## src/rtl/scan_chain_pkg.sv

```systemverilog
// Shared types and helpers for the scan chain engine.
package scan_chain_pkg;

    localparam int unsigned IO_BITS_DEFAULT = 8;

    typedef enum logic [2:0] {
        IDLE,
        LOAD,
        LATCH,
        WAIT,
        CAPTURE,
        READ,
        DONE
    } scan_state_e;

    // Serial position of tile 'tile', io bit 'io' in a LOAD or READ shift.
    // The first bit shifted in travels furthest, so it lands on the last tile.
    function automatic int unsigned bit_index(int unsigned num_designs,
                                              int unsigned io_bits,
                                              int unsigned tile,
                                              int unsigned io);
        return io_bits * (num_designs - 1 - tile) + (io_bits - 1 - io);
    endfunction

endpackage

```

## src/rtl/scan_chain_engine_if.sv

```systemverilog
// Host-side request/response bundle of the scan chain engine.
//
// Handshake: start is a one-cycle request and is only honoured while busy is
// low; a start seen while busy is high is dropped.  An accepted request holds
// busy high until the cycle after the outputs_valid pulse.  A request naming a
// tile that does not exist is answered with a one-cycle sel_error pulse.
interface scan_chain_engine_if import scan_chain_pkg::*; #(
    parameter int unsigned IO_BITS = IO_BITS_DEFAULT
);
    logic               start;
    logic [8:0]         active_select;
    logic [IO_BITS-1:0] inputs;
    logic [IO_BITS-1:0] outputs;
    logic               outputs_valid;
    logic               busy;
    logic               sel_error;

    modport master (
        output start, active_select, inputs,
        input  outputs, outputs_valid, busy, sel_error
    );

    modport slave (
        input  start, active_select, inputs,
        output outputs, outputs_valid, busy, sel_error
    );
endinterface

```

## src/rtl/scan_phase_gen.sv

```systemverilog
// Two-cycle scan bit phase generator with bit counter.
module scan_phase_gen #(
    parameter int unsigned CNT_W = 8
) (
    input  logic             clk,
    input  logic             reset_n,
    input  logic             clr_i,
    input  logic             en_i,
    output logic             phase_o,
    output logic             phase_d_o,
    output logic [CNT_W-1:0] cnt_o,
    output logic [CNT_W-1:0] cnt_d_o
);

    logic             phase_q, phase_d;
    logic [CNT_W-1:0] cnt_q, cnt_d;

    // Phase toggles every enabled cycle; the bit count advances after phase 1.
    always_comb begin
        phase_d = phase_q;
        cnt_d   = cnt_q;
        if (clr_i) begin
            phase_d = 1'b0;
            cnt_d   = '0;
        end else if (en_i) begin
            phase_d = ~phase_q;
            if (phase_q) begin
                cnt_d = cnt_q + 1'b1;
            end
        end
    end

    // Phase and counter registers.
    always_ff @(posedge clk or negedge reset_n) begin
        if (!reset_n) begin
            phase_q <= 1'b0;
            cnt_q   <= '0;
        end else begin
            phase_q <= phase_d;
            cnt_q   <= cnt_d;
        end
    end

    assign phase_o   = phase_q;
    assign phase_d_o = phase_d;
    assign cnt_o     = cnt_q;
    assign cnt_d_o   = cnt_d;

endmodule

```

## src/rtl/scan_chain_engine.sv

```systemverilog
// Scan chain engine: loads one tile's inputs, latches, waits, captures and
// reads that tile's outputs back through a serial chain of NUM_DESIGNS tiles.
module scan_chain_engine import scan_chain_pkg::*; #(
    parameter int unsigned NUM_DESIGNS = 20,
    parameter int unsigned IO_BITS     = IO_BITS_DEFAULT,
    parameter int unsigned WAIT_CYCLES = 4
) (
    input  logic                 clk,
    input  logic                 reset_n,
    scan_chain_engine_if.slave   host,
    output logic                 scan_clk_out,
    output logic                 scan_data_out,
    output logic                 scan_select,
    output logic                 scan_latch_en,
    input  logic                 scan_data_in,
    output scan_state_e          dbg_state
);

    localparam int unsigned CHAIN_LEN = NUM_DESIGNS * IO_BITS;
    localparam int unsigned CNT_W     = (CHAIN_LEN > 1) ? $clog2(CHAIN_LEN) : 1;
    localparam int unsigned WAIT_W    = $clog2(WAIT_CYCLES + 1);
    localparam logic [CNT_W-1:0]  LAST_BIT  = CNT_W'(CHAIN_LEN - 1);
    localparam logic [WAIT_W-1:0] LAST_WAIT = WAIT_W'(WAIT_CYCLES - 1);

    scan_state_e        state_q, state_d;
    logic [8:0]         sel_q, sel_d;
    logic [IO_BITS-1:0] din_q, din_d;
    logic [IO_BITS-1:0] rd_q, rd_d;
    logic [IO_BITS-1:0] out_q;
    logic [WAIT_W-1:0]  wait_q, wait_d;
    logic               err_d;
    logic               scan_clk_q, sdo_q, ssel_q, slat_q;
    logic               valid_q, busy_q, err_q;
    logic               load_bit;
    logic               sel_ok;

    logic               pg_en, pg_clr;
    logic               phase_q, phase_d;
    logic [CNT_W-1:0]   cnt_q, cnt_d;

    scan_phase_gen #(.CNT_W(CNT_W)) u_phase (
        .clk       (clk),
        .reset_n   (reset_n),
        .clr_i     (pg_clr),
        .en_i      (pg_en),
        .phase_o   (phase_q),
        .phase_d_o (phase_d),
        .cnt_o     (cnt_q),
        .cnt_d_o   (cnt_d)
    );

    assign sel_ok = (32'(host.active_select) < NUM_DESIGNS);
    // Every state change restarts the bit phase at phase 0, bit 0.
    assign pg_clr = (state_d != state_q);

    // Next-state logic, request capture and READ bit collection.
    always_comb begin
        state_d = state_q;
        sel_d   = sel_q;
        din_d   = din_q;
        rd_d    = rd_q;
        wait_d  = '0;
        err_d   = 1'b0;
        pg_en   = 1'b0;
        case (state_q)
            IDLE: begin
                if (host.start) begin
                    if (sel_ok) begin
                        state_d = LOAD;
                        sel_d   = host.active_select;
                        din_d   = host.inputs;
                        rd_d    = '0;
                    end else begin
                        err_d = 1'b1;
                    end
                end
            end
            LOAD: begin
                pg_en = 1'b1;
                if (phase_q && cnt_q == LAST_BIT) state_d = LATCH;
            end
            LATCH: begin
                pg_en = 1'b1;
                if (phase_q) state_d = WAIT;
            end
            WAIT: begin
                wait_d = wait_q + 1'b1;
                if (wait_q == LAST_WAIT) state_d = CAPTURE;
            end
            CAPTURE: begin
                pg_en = 1'b1;
                if (phase_q) state_d = READ;
            end
            READ: begin
                pg_en = 1'b1;
                // scan_data_in is taken at the end of phase 1 of each bit.
                if (phase_q) begin
                    for (int unsigned i = 0; i < IO_BITS; i++) begin
                        if (cnt_q == CNT_W'(bit_index(NUM_DESIGNS, IO_BITS, 32'(sel_q), i))) begin
                            rd_d[i] = scan_data_in;
                        end
                    end
                    if (cnt_q == LAST_BIT) state_d = DONE;
                end
            end
            DONE: begin
                state_d = IDLE;
            end
            default: begin
                state_d = IDLE;
            end
        endcase
    end

    // Serial value for the bit about to be presented during LOAD.
    always_comb begin
        load_bit = 1'b0;
        for (int unsigned i = 0; i < IO_BITS; i++) begin
            if (cnt_d == CNT_W'(bit_index(NUM_DESIGNS, IO_BITS, 32'(sel_d), i))) begin
                load_bit = din_d[i];
            end
        end
    end

    // State, request and registered outputs; outputs follow the next state so
    // they line up with the state they belong to.
    always_ff @(posedge clk or negedge reset_n) begin
        if (!reset_n) begin
            state_q    <= IDLE;
            sel_q      <= '0;
            din_q      <= '0;
            rd_q       <= '0;
            out_q      <= '0;
            wait_q     <= '0;
            scan_clk_q <= 1'b0;
            sdo_q      <= 1'b0;
            ssel_q     <= 1'b0;
            slat_q     <= 1'b0;
            valid_q    <= 1'b0;
            busy_q     <= 1'b0;
            err_q      <= 1'b0;
        end else begin
            state_q    <= state_d;
            sel_q      <= sel_d;
            din_q      <= din_d;
            rd_q       <= rd_d;
            wait_q     <= wait_d;
            scan_clk_q <= phase_d && (state_d == LOAD || state_d == CAPTURE || state_d == READ);
            sdo_q      <= (state_d == LOAD) && load_bit;
            ssel_q     <= (state_d == CAPTURE);
            slat_q     <= (state_d == LATCH);
            valid_q    <= (state_d == DONE);
            busy_q     <= (state_d != IDLE);
            err_q      <= err_d;
            if (state_d == DONE) out_q <= rd_d;
        end
    end

    assign host.outputs       = out_q;
    assign host.outputs_valid = valid_q;
    assign host.busy          = busy_q;
    assign host.sel_error     = err_q;
    assign scan_clk_out       = scan_clk_q;
    assign scan_data_out      = sdo_q;
    assign scan_select        = ssel_q;
    assign scan_latch_en      = slat_q;
    assign dbg_state          = state_q;

endmodule
```

## src/flat_wrapper.sv

```systemverilog
// flat-port wrapper written by rule: the top's interface ports become plain ports
module scan_chain_engine_flat import scan_chain_pkg::*;
#(
    parameter int unsigned NUM_DESIGNS = 20,
    parameter int unsigned IO_BITS     = IO_BITS_DEFAULT,
    parameter int unsigned WAIT_CYCLES = 4
)
  (clk, reset_n, scan_clk_out, scan_data_out, scan_select, scan_latch_en, scan_data_in, dbg_state, host_start, host_active_select, host_inputs, host_outputs, host_outputs_valid, host_busy, host_sel_error);
  scan_chain_engine_if #(.IO_BITS(IO_BITS)) host_i ();
  input  logic clk;
  input  logic reset_n;
  output logic scan_clk_out;
  output logic scan_data_out;
  output logic scan_select;
  output logic scan_latch_en;
  input  logic scan_data_in;
  output scan_state_e dbg_state;
  input wire logic [$bits(host_i.start)-1:0] host_start;
  input wire logic [$bits(host_i.active_select)-1:0] host_active_select;
  input wire logic [$bits(host_i.inputs)-1:0] host_inputs;
  output wire logic [$bits(host_i.outputs)-1:0] host_outputs;
  output wire logic [$bits(host_i.outputs_valid)-1:0] host_outputs_valid;
  output wire logic [$bits(host_i.busy)-1:0] host_busy;
  output wire logic [$bits(host_i.sel_error)-1:0] host_sel_error;
  assign host_i.start = host_start;
  assign host_i.active_select = host_active_select;
  assign host_i.inputs = host_inputs;
  assign host_outputs = host_i.outputs;
  assign host_outputs_valid = host_i.outputs_valid;
  assign host_busy = host_i.busy;
  assign host_sel_error = host_i.sel_error;
  scan_chain_engine #(.NUM_DESIGNS(NUM_DESIGNS), .IO_BITS(IO_BITS), .WAIT_CYCLES(WAIT_CYCLES)) u_core (.clk(clk), .reset_n(reset_n), .host(host_i), .scan_clk_out(scan_clk_out), .scan_data_out(scan_data_out), .scan_select(scan_select), .scan_latch_en(scan_latch_en), .scan_data_in(scan_data_in), .dbg_state(dbg_state));
endmodule
```

## config.mk

```make
export PLATFORM = sky130hd
export DESIGN_NAME = scan_chain_engine_flat
export DESIGN_NICKNAME = d
export VERILOG_FILES = /design/src/rtl/scan_chain_pkg.sv /design/src/rtl/scan_chain_engine_if.sv /design/src/rtl/scan_phase_gen.sv /design/src/rtl/scan_chain_engine.sv /design/src/flat_wrapper.sv
export SDC_FILE = /design/constraint.sdc
export NUM_CORES = 1
export LEC_CHECK = 0
export CAP_MARGIN = 20
export CORE_MARGIN = 2
export CORE_UTILIZATION = 40
export CTS_CLUSTER_DIAMETER = 80
export CTS_CLUSTER_SIZE = 16
export DETAILED_ROUTE_END_ITERATION = 6
export GPL_TIMING_DRIVEN = 0
export SYNTH_ARGS = -nofsm -noshare
export SYNTH_HDL_FRONTEND = slang
export SYNTH_SLANG_ARGS = --single-unit
```

## constraint.sdc

```tcl
create_clock -name clk -period 2.6 [get_ports clk]
set_input_delay 0.65 -clock clk [delete_from_list [all_inputs] [get_ports clk]]
set_output_delay 0.65 -clock clk [all_outputs]
set_load 0.01 [all_outputs]
```

==> key figures, run 1 <==
Run status
  – Status: finished, violations left
  – Failing checks: negative setup slack

Cells and area
  – Multi-input logic area: between 1000 and 1500 sq um
  – Fin cells: approximately 400
  – Sequential cell area: 1280 sq um
  – Layout cells sized above 1: about a fifth
  – Area Growth Syn to Fin: 28.0%
  – Total Nets Final: ~340
  – Fin util: 53.0%
  – Fillers: ~570
  – Design Area, Final: ~3400 sq um
  – Diode count: 0

Die
  – Initial core utilization: 41.4%
  – Die ar.: about 7200 sq um
  – Site Rows: 29
  – Die span in y: between 80 and 90 um
  – Die width: roughly 85 um
  – Area of the core: 6350 sq um
  – I/O Pins: 39

Logic synthesis
  – Sequential fraction of the synthesis area: 48.5%
  – Ys Warns: 0
  – Synth Area in Adders: around 3.8%
  – Fraction of the mapped netlist area in simple logic gates: 17.7%
  – Cells after Synth: about 260
  – #FFs+latches synth: between 50 and 60
  – Mapped Area: approximately 2600 sq um
  – Synth async-reset ratio: 100%
  – Compound-Gate Fraction of Synth Area: 13.4%
  – Post-synthesis cell type count: 48
  – Synth Area in XOR/XNOR: about 5.6%
  – Post-synth EDFFs: 0
  – Largest family of logic cells by synthesized area: simple AND/OR/NAND/NOR gates
  – Average cell area after synthesis: 10.2 sq um
  – Most used DFF post-synth: dfrtp_1
  – Syn_nets: roughly 290
  – Mux cell area share after synthesis: approximately 8.0%

Power
  – Net Sw Power: 0.291 mW
  – Logic pwr share: about 5%
  – Static Leak: about 1.5 nW
  – PwrDens: between 300 and 400 nW/um^2
  – P_int: between 1 and 1.5 mW
  – Seq pwr share: between 60% and 70%
  – Sw Ratio: 22.3%
  – Clock power frac: between 30% and 40%
  – VDD IR max: 254 uV

Drt
  – DR iter-0 viols: 140
  – Total number of vias: approximately 2.1k
  – DR vias/cell: roughly 5.3
  – DRC errors left: 0
  – Post-detailed-route count of antenna-violating nets: 0
  – Mean routed wirelength per cell: between 15 and 20 um
  – Pre-antenna DRT Iters: 4
  – Routed wire length: between 5 and 6 mm

Worst setup path
  – Critical Path RT: around 2.8 ns
  – WP data arrival: between 2 and 3 ns
  – Worst Path Max Fanout: 3
  – CP startpoint kind: input pin
  – Setup CP Type: in2reg
  – Crit path capture type: register

STA
  – RSZ-0062 raised after global routing: true
  – Final slew viol count: 0
  – Worst setup margin: -0.151 ns
  – Fmax: 363 MHz
  – Clk_skew: approximately 0.0067 ns
  – Slew @ Worst Pin: between 0.5 and 0.6 ns
  – Final Cycle Share: 106%
  – Final Critical Period: between 2 and 3 ns
  – Final setup fails: 1
  – Worst slew margin: between 60% and 70%
  – Final hold viol count: 0

Placed design
  – # placed instances: approximately 370
  – Worst slack at placement: -0.953 ns
  – Placed Area: 3140 sq um
  – GPL Wtd Cong: just over 0.9
  – PortBufs: 38
  – HPWL after DPL: around 4.2 mm

Run
  – Max cap viols: 0

Global route
  – Total GRT Usage: ~17%
  – Number of global-route vias before repair: between 2k and 2.5k
  – Global-route wire length before repair: about 10 mm
  – Grt ovf: 0
  – Largest net degree at the start of global routing: 31
  – Initial antenna violation count: 0

Clock network
  – Clk Latency, worst-skew pair: 0.31 ns
  – H-tree depth: 2
  – Clk buf depth: 2
  – CTS root buf: clkbuf_8
  – Clk slew on worst S/H paths: approximately 0.09 ns
  – CTS tree: done
  – CTS sink count: slightly above 50
  – Cts bufs inserted: 5

Min path
  – Hold Path Class: in2async
## registers in the layout, summed over array words and instances (netlist names), 3 cells and up
register / flops
u_core.wait_q: 3
u_core.din_q: 8
u_core.host.outputs: 8
u_core.rd_q: 8
u_core.u_phase.cnt_o: 8
u_core.sel_q: 5
u_core.dbg_state: 3
## layout by cell type (no fill, tap or decap), types with 2 or more instances in the layout
cell type,Yosys,routed
a21oi_1,9,8
a31oi_1,11,11
and2_1,3,3
and3_1,2,2
buf_12,0,2
buf_4,1,11
clkbuf_1,4,3
clkbuf_2,0,4
clkbuf_8,0,5
clkdlybuf4s15_1,0,2
clkdlybuf4s50_1,0,30
dfrtp_1,51,50
dlymetal6s2s_1,0,2
ha_1,8,7
inv_1,11,11
mux2_2,12,12
nand2_1,31,31
nand3_1,6,5
nand4_1,8,8
nor2_1,12,11
nor2b_1,3,3
nor3_1,7,6
nor3b_1,3,3
nor4_1,3,3
o21ai_0,24,13
o21ai_1,0,10
o21bai_1,2,2
o22ai_1,2,2
o31ai_1,2,2
or3_1,3,2
xnor2_1,7,7
xor2_1,6,6
## cells by family (layout without fill, tap and decap cells)
logic type,after synthesis,count (layout)
AOI/OAI and AO/OA,59,59
adders and majority gates,8,8
DFF,51,51
muxes,17,17
buffers and inverters,18,75
and+or+nand+nor,89,89
xor gates and xnor gates,15,15
## through the flow
stage                     total power [mW]  TNS [ns]  hold slack, ns
after floorplan                      0.822    -0.295           0.354
after global placement               0.873    -47.87           0.427
after detailed placement             0.876    -13.61           0.430
after CTS                             1.33    -0.382           0.321
after global routing                  1.37    -0.249           0.340
final                                 1.31    -0.151           0.300
## routing by layer
metal | vias to the layer above | part of all wire (%) | global-route usage (%)
met5 | - | 0 | 0
met4 | 0 | 0.99 | 4.62
met3 | 6 | 4.2 | 3.99
met2 | 38 | 47 | 26.4
met1 | 999 | 48 | 24.8
li1 | 1044 | - | -
## power groups by stage
stage                     registers, mW  clock network (mW)  logic (mW)
after floorplan                   0.811                   0      0.0109
after global placement            0.811                   0      0.0612
after detailed placement          0.811                   0      0.0650
after CTS                         0.796               0.467      0.0644
after global routing              0.796               0.500      0.0735
final                             0.796               0.448      0.0651
## synthesized netlist by cell type (3+ instances only)
| master | n | area, sq um |
|---|---|---|
| dfrtp_1 | 51 | 1280 |
| nand2_1 | 31 | 116 |
| o21ai_0 | 24 | 120 |
| mux2_2 | 12 | 135 |
| nor2_1 | 12 | 45.0 |
| a31oi_1 | 11 | 68.8 |
| inv_1 | 11 | 41.3 |
| a21oi_1 | 9 | 45.0 |
| ha_1 | 8 | 100 |
| nand4_1 | 8 | 50.1 |
| nor3_1 | 7 | 35.0 |
| xnor2_1 | 7 | 61.3 |
| nand3_1 | 6 | 30.0 |
| xor2_1 | 6 | 52.6 |
| clkbuf_1 | 4 | 15.0 |
| and2_1 | 3 | 18.8 |
| nor2b_1 | 3 | 18.8 |
| nor3b_1 | 3 | 22.5 |
| nor4_1 | 3 | 18.8 |
| or3_1 | 3 | 18.8 |
## path summary, 6_finish.rpt
path	startpoint	to	slack [ns]	cells after the start
setup / recovery	host_active_select[8]	u_core.scan_data_out	-0.15	10
hold / removal	reset_n	u_core.din_q[2]	0.30	1
setup reg to reg	u_core.dbg_state[0]	u_core.scan_data_out	-0.13	9
hold reg to reg	u_core.wait_q[0]	u_core.wait_q[0]	0.44	1
max in group asynchronous	reset_n	u_core.wait_q[0]	1.77	2
min in group clk	u_core.wait_q[0]	u_core.wait_q[0]	0.44	1
## timing repair
action,in CTS,in global routing
buffers inserted,10,2
resized for setup,20,22
pin swaps,9,9
hold buffers,0,0
endpoints found under the setup margin,18,10
cloned,0,0
## critical path: stages
cell and delay (ns):
clkbuf_2 0.10, or4_4 0.53, or3_4 0.44, clkbuf_16 0.17, mux2i_4 0.18, ha_2 0.20
xor2_2 0.21, xnor2_2 0.14, nand3_1 0.11, nor4b_2 0.25
## layout make-up
cell class | instances | share of cell area (%)
repair buffers | 51 | 14.5
well taps | 77 | 2.86
inverters | 11 | 1.23
clock buffers | 6 | 2.16
flip-flops and latches | 51 | 37.9
plain buffers | 5 | 1.45
clock inverters | 2 | 0.372
multi-input cells | 188 | 39.5
(Power assumes the default switching activity.)
==> inputs of run 2 (changes only) <==
--- a/config.mk
+++ b/config.mk
@@ -12,6 +12,7 @@
 export CTS_CLUSTER_SIZE = 16
 export DETAILED_ROUTE_END_ITERATION = 6
 export GPL_TIMING_DRIVEN = 0
+export PLACE_DENSITY = 0.74
 export SYNTH_ARGS = -nofsm -noshare
 export SYNTH_HDL_FRONTEND = slang
 export SYNTH_SLANG_ARGS = --single-unit
==> run 2 against run 1 <==
  * The flow still finishes with violations (negative setup slack)
  * Clock power up 1%
  * Via count is 0.29% lower
  * Core utilization down 0.12 points
  * Sequential share of layout area grew 0.085 points
  * First-iteration DRC count decreased by 36%
  * Largest cell class unchanged
  * Largest power group unchanged
==> key figures, run 2 (synthesis results as in run 1) <==
Clock network
  – Clk Latency, worst-skew pair: 0.30 ns (about the same)
  – Clk buf depth: 2 (unchanged)
  – CTS Hold Bufs: 0 (unchanged)
  – H-tree depth: 2 (unchanged)
  – CTS tree: done
  – CTS sink count: 51 (unchanged)
  – Clk slew on worst S/H paths: 0.09 ns (about the same)
  – Cts bufs inserted: 5 (unchanged)
  – CTS root buf: clkbuf_8

Die
  – Site Rows: 29 (unchanged)
  – Die span in y: 85.1 um (unchanged)
  – I/O Pins: 39 (unchanged)
  – Initial core utilization: 41.4% (unchanged)
  – Die ar.: 7240 sq um (unchanged)
  – Area of the core: 6350 sq um (unchanged)
  – Die width: 85.1 um (unchanged)

Cells and area
  – Diode count: 0 (unchanged)
  – Multi-input logic area: 1350 sq um (+1.1%)
  – Design Area, Final: 3360 sq um (-0.22%)
  – Fin cells: 388 (-0.77%)
  – Area Growth Syn to Fin: 27.7%
  – Layout cells sized above 1: 17.7% (-1.1 points)
  – Commonest non-fill, non-tap cell in the layout: dfrtp_1
  – Fillers: 562 (-1.9%)
  – Sequential cell area: 1280 sq um (unchanged)
  – Most frequent cells in the layout: dfrtp_1, clkdlybuf4s50_1, nand2_1
  – Total Nets Final: 340 (-0.58%)

Drt
  – Pre-antenna DRT Iters: 4 (unchanged)
  – Routed wire length: 5.83 mm (-0.73%)
  – Post-detailed-route count of antenna-violating nets: 0 (unchanged)
  – DR vias/cell: 5.36 (+0.48%)
  – DRC errors left: 0 (unchanged)
  – Mean routed wirelength per cell: 15.0 um (about the same)
  – DR iter-0 viols: 89 (-36%)
  – Total number of vias: 2,081 (-0.29%)

Worst setup path
  – CP peak stage delay: 0.42 ns (-0.11 ns)
  – CP startpoint kind: input pin
  – CP top delay family: simple AND/OR/NAND/NOR gates
  – Crit path capture type: register
  – Setup CP Type: in2reg
  – Critical path cell sequence: dlygate4sd2_1 -> or4_4 -> or3_4 -> clkbuf_16 -> mux2i_4 -> ha_4 -> xor2_4 -> xnor2_2 -> nand3_1 -> nor4b_2
  – CP max-delay cell: or3_4
  – Worst Path Max Fanout: 3 (unchanged)
  – Buf/Inv on CP: 2 (unchanged)
  – WP data arrival: 2.97 ns (about the same)
  – Critical Path RT: 2.81 ns (about the same)

STA
  – Final hold viol count: 0 (unchanged)
  – Final slew viol count: 0 (unchanged)
  – Hold_ws: 0.341 ns (+0.0412 ns)
  – Final Cycle Share: 106% (+0.50 points)
  – Worst slew margin: 61.0% (about the same)
  – RSZ-0062 raised after global routing: true
  – Final Critical Period: 2.76 ns (+0.0131 ns)
  – Fmax: 362 MHz (-0.47%)
  – Final setup fails: 1 (unchanged)
  – Worst setup margin: -0.164 ns (-0.0131 ns)
  – Setup Total Neg Slack: -0.164 ns (-0.0131 ns)
  – Clk_skew: 0.00779 ns (+0.00111 ns)
  – Slew @ Worst Pin: 0.584 ns (+0.00509 ns)

Global route
  – Largest net degree at the start of global routing: 28 (-9.7%)
  – Grt ovf: 0 (unchanged)
  – Global-route wire length before repair: 9.65 mm (-3.4%)
  – Initial antenna violation count: 0 (unchanged)
  – Total GRT Usage: 16.7% (-0.61 points)
  – Number of global-route vias before repair: 1,989 (-1.5%)

Run status
  – Status: finished, violations left
  – Failing checks: negative setup slack

Power
  – PwrDens: 392 nW/um^2 (+0.76%)
  – Static Leak: 1.51 nW (-1.1%)
  – VDD IR max: 238 uV (-6.3%)

Placed design
  – PortBufs: 38 (unchanged)
  – Worst slack at placement: -0.938 ns (+0.0151 ns)
  – # placed instances: 373 (unchanged)
  – HPWL after DPL: 4.19 mm (-0.60%)
  – Placed Area: 3140 sq um (unchanged)
  – GPL Wtd Cong: 0.902 (-2.6%)

Run
  – Max cap viols: 0 (unchanged)

Min path
  – Hold Path Class: in2async
run 2: cell count changes in the layout (fill, tap and decap cells not counted), moves of 2 or more:
cell / change
dlymetal6s2s_1: -2
buf_4: -2
clkdlybuf4s50_1: +2
clkbuf_2: -2
run 2: metal layers:
| metal | wire [um] | track usage [%] | vias up |
|---|---|---|---|
| met1 | 2890 | 24.1 | 1008 |
| li1 | - | - | 1033 |
| met4 | 50 | 3.90 | 0 |
| met5 | 0 | 0 | - |
| met2 | 2730 | 26.1 | 36 |
| met3 | 156 | 3.11 | 4 |
run 2: power breakdown:
| part | internal, mW | total (mW) | switching (mW) |
|---|---|---|---|
| Sequential | 0.794 | 0.795 | 0.00141 |
| Combinational | 0.0347 | 0.0656 | 0.0309 |
| Clock | 0.209 | 0.454 | 0.245 |
run 2: layout make-up:
| type | count | share of cell area [%] |
|---|---|---|
| Inverter | 11 | 1.23 |
| Buffer | 5 | 1.45 |
| Clock buffer | 6 | 2.46 |
| Timing Repair Buffer | 49 | 13.8 |
| Tap cell | 77 | 2.87 |
| Sequential cell | 51 | 38.0 |
| Multi-Input combinational cell | 188 | 40.0 |
| Clock inverter | 1 | 0.149 |
run 2: worst register-to-register path: stages (launching register included):
cell and delay, ns:
dfrtp_1 0.41, or4b_4 0.56, or3_4 0.44, clkbuf_16 0.17, mux2i_4 0.19, ha_4 0.19
xor2_4 0.19, xnor2_2 0.17, nand3_1 0.11, nor4b_2 0.23
run 2: worst paths after layout:
kind                                        from                      to  slack [ns]  cells after the start
hold reg to reg                 u_core.wait_q[0]        u_core.wait_q[0]        0.45                      1
setup / recovery           host_active_select[8]    u_core.scan_data_out       -0.16                     10
min in group clk                u_core.wait_q[0]        u_core.wait_q[0]        0.45                      1
max in group asynchronous                reset_n     u_core.dbg_state[2]        1.71                      2
setup reg to reg             u_core.dbg_state[0]    u_core.scan_data_out       -0.14                      9
hold / removal                           reset_n  u_core.host.outputs[5]        0.34                      1
run 2: repair_timing:
action,CTS,global route
gates resized for setup,17,23
pin swaps,8,14
endpoints found under the setup margin,19,14
buffers inserted,6,4
run 2: per-stage QoR:
stage          util, %  power [mW]
4_1_cts           52.3        1.34
6_report          52.9        1.32
5_1_grt           52.9        1.37
2_1_floorplan        -       0.822
3_3_place_gp      49.3       0.872
3_5_place_dp      49.5       0.877
==> inputs of run 3 (changes only) <==
--- a/config.mk
+++ b/config.mk
@@ -12,6 +12,7 @@
 export CTS_CLUSTER_SIZE = 16
 export DETAILED_ROUTE_END_ITERATION = 6
 export GPL_TIMING_DRIVEN = 0
+export HOLD_SLACK_MARGIN = 0.15
 export PLACE_DENSITY = 0.74
 export SYNTH_ARGS = -nofsm -noshare
 export SYNTH_HDL_FRONTEND = slang
==> results of run 3 <==
No change in the layout: final DEF, timing and power equal those of run 2.
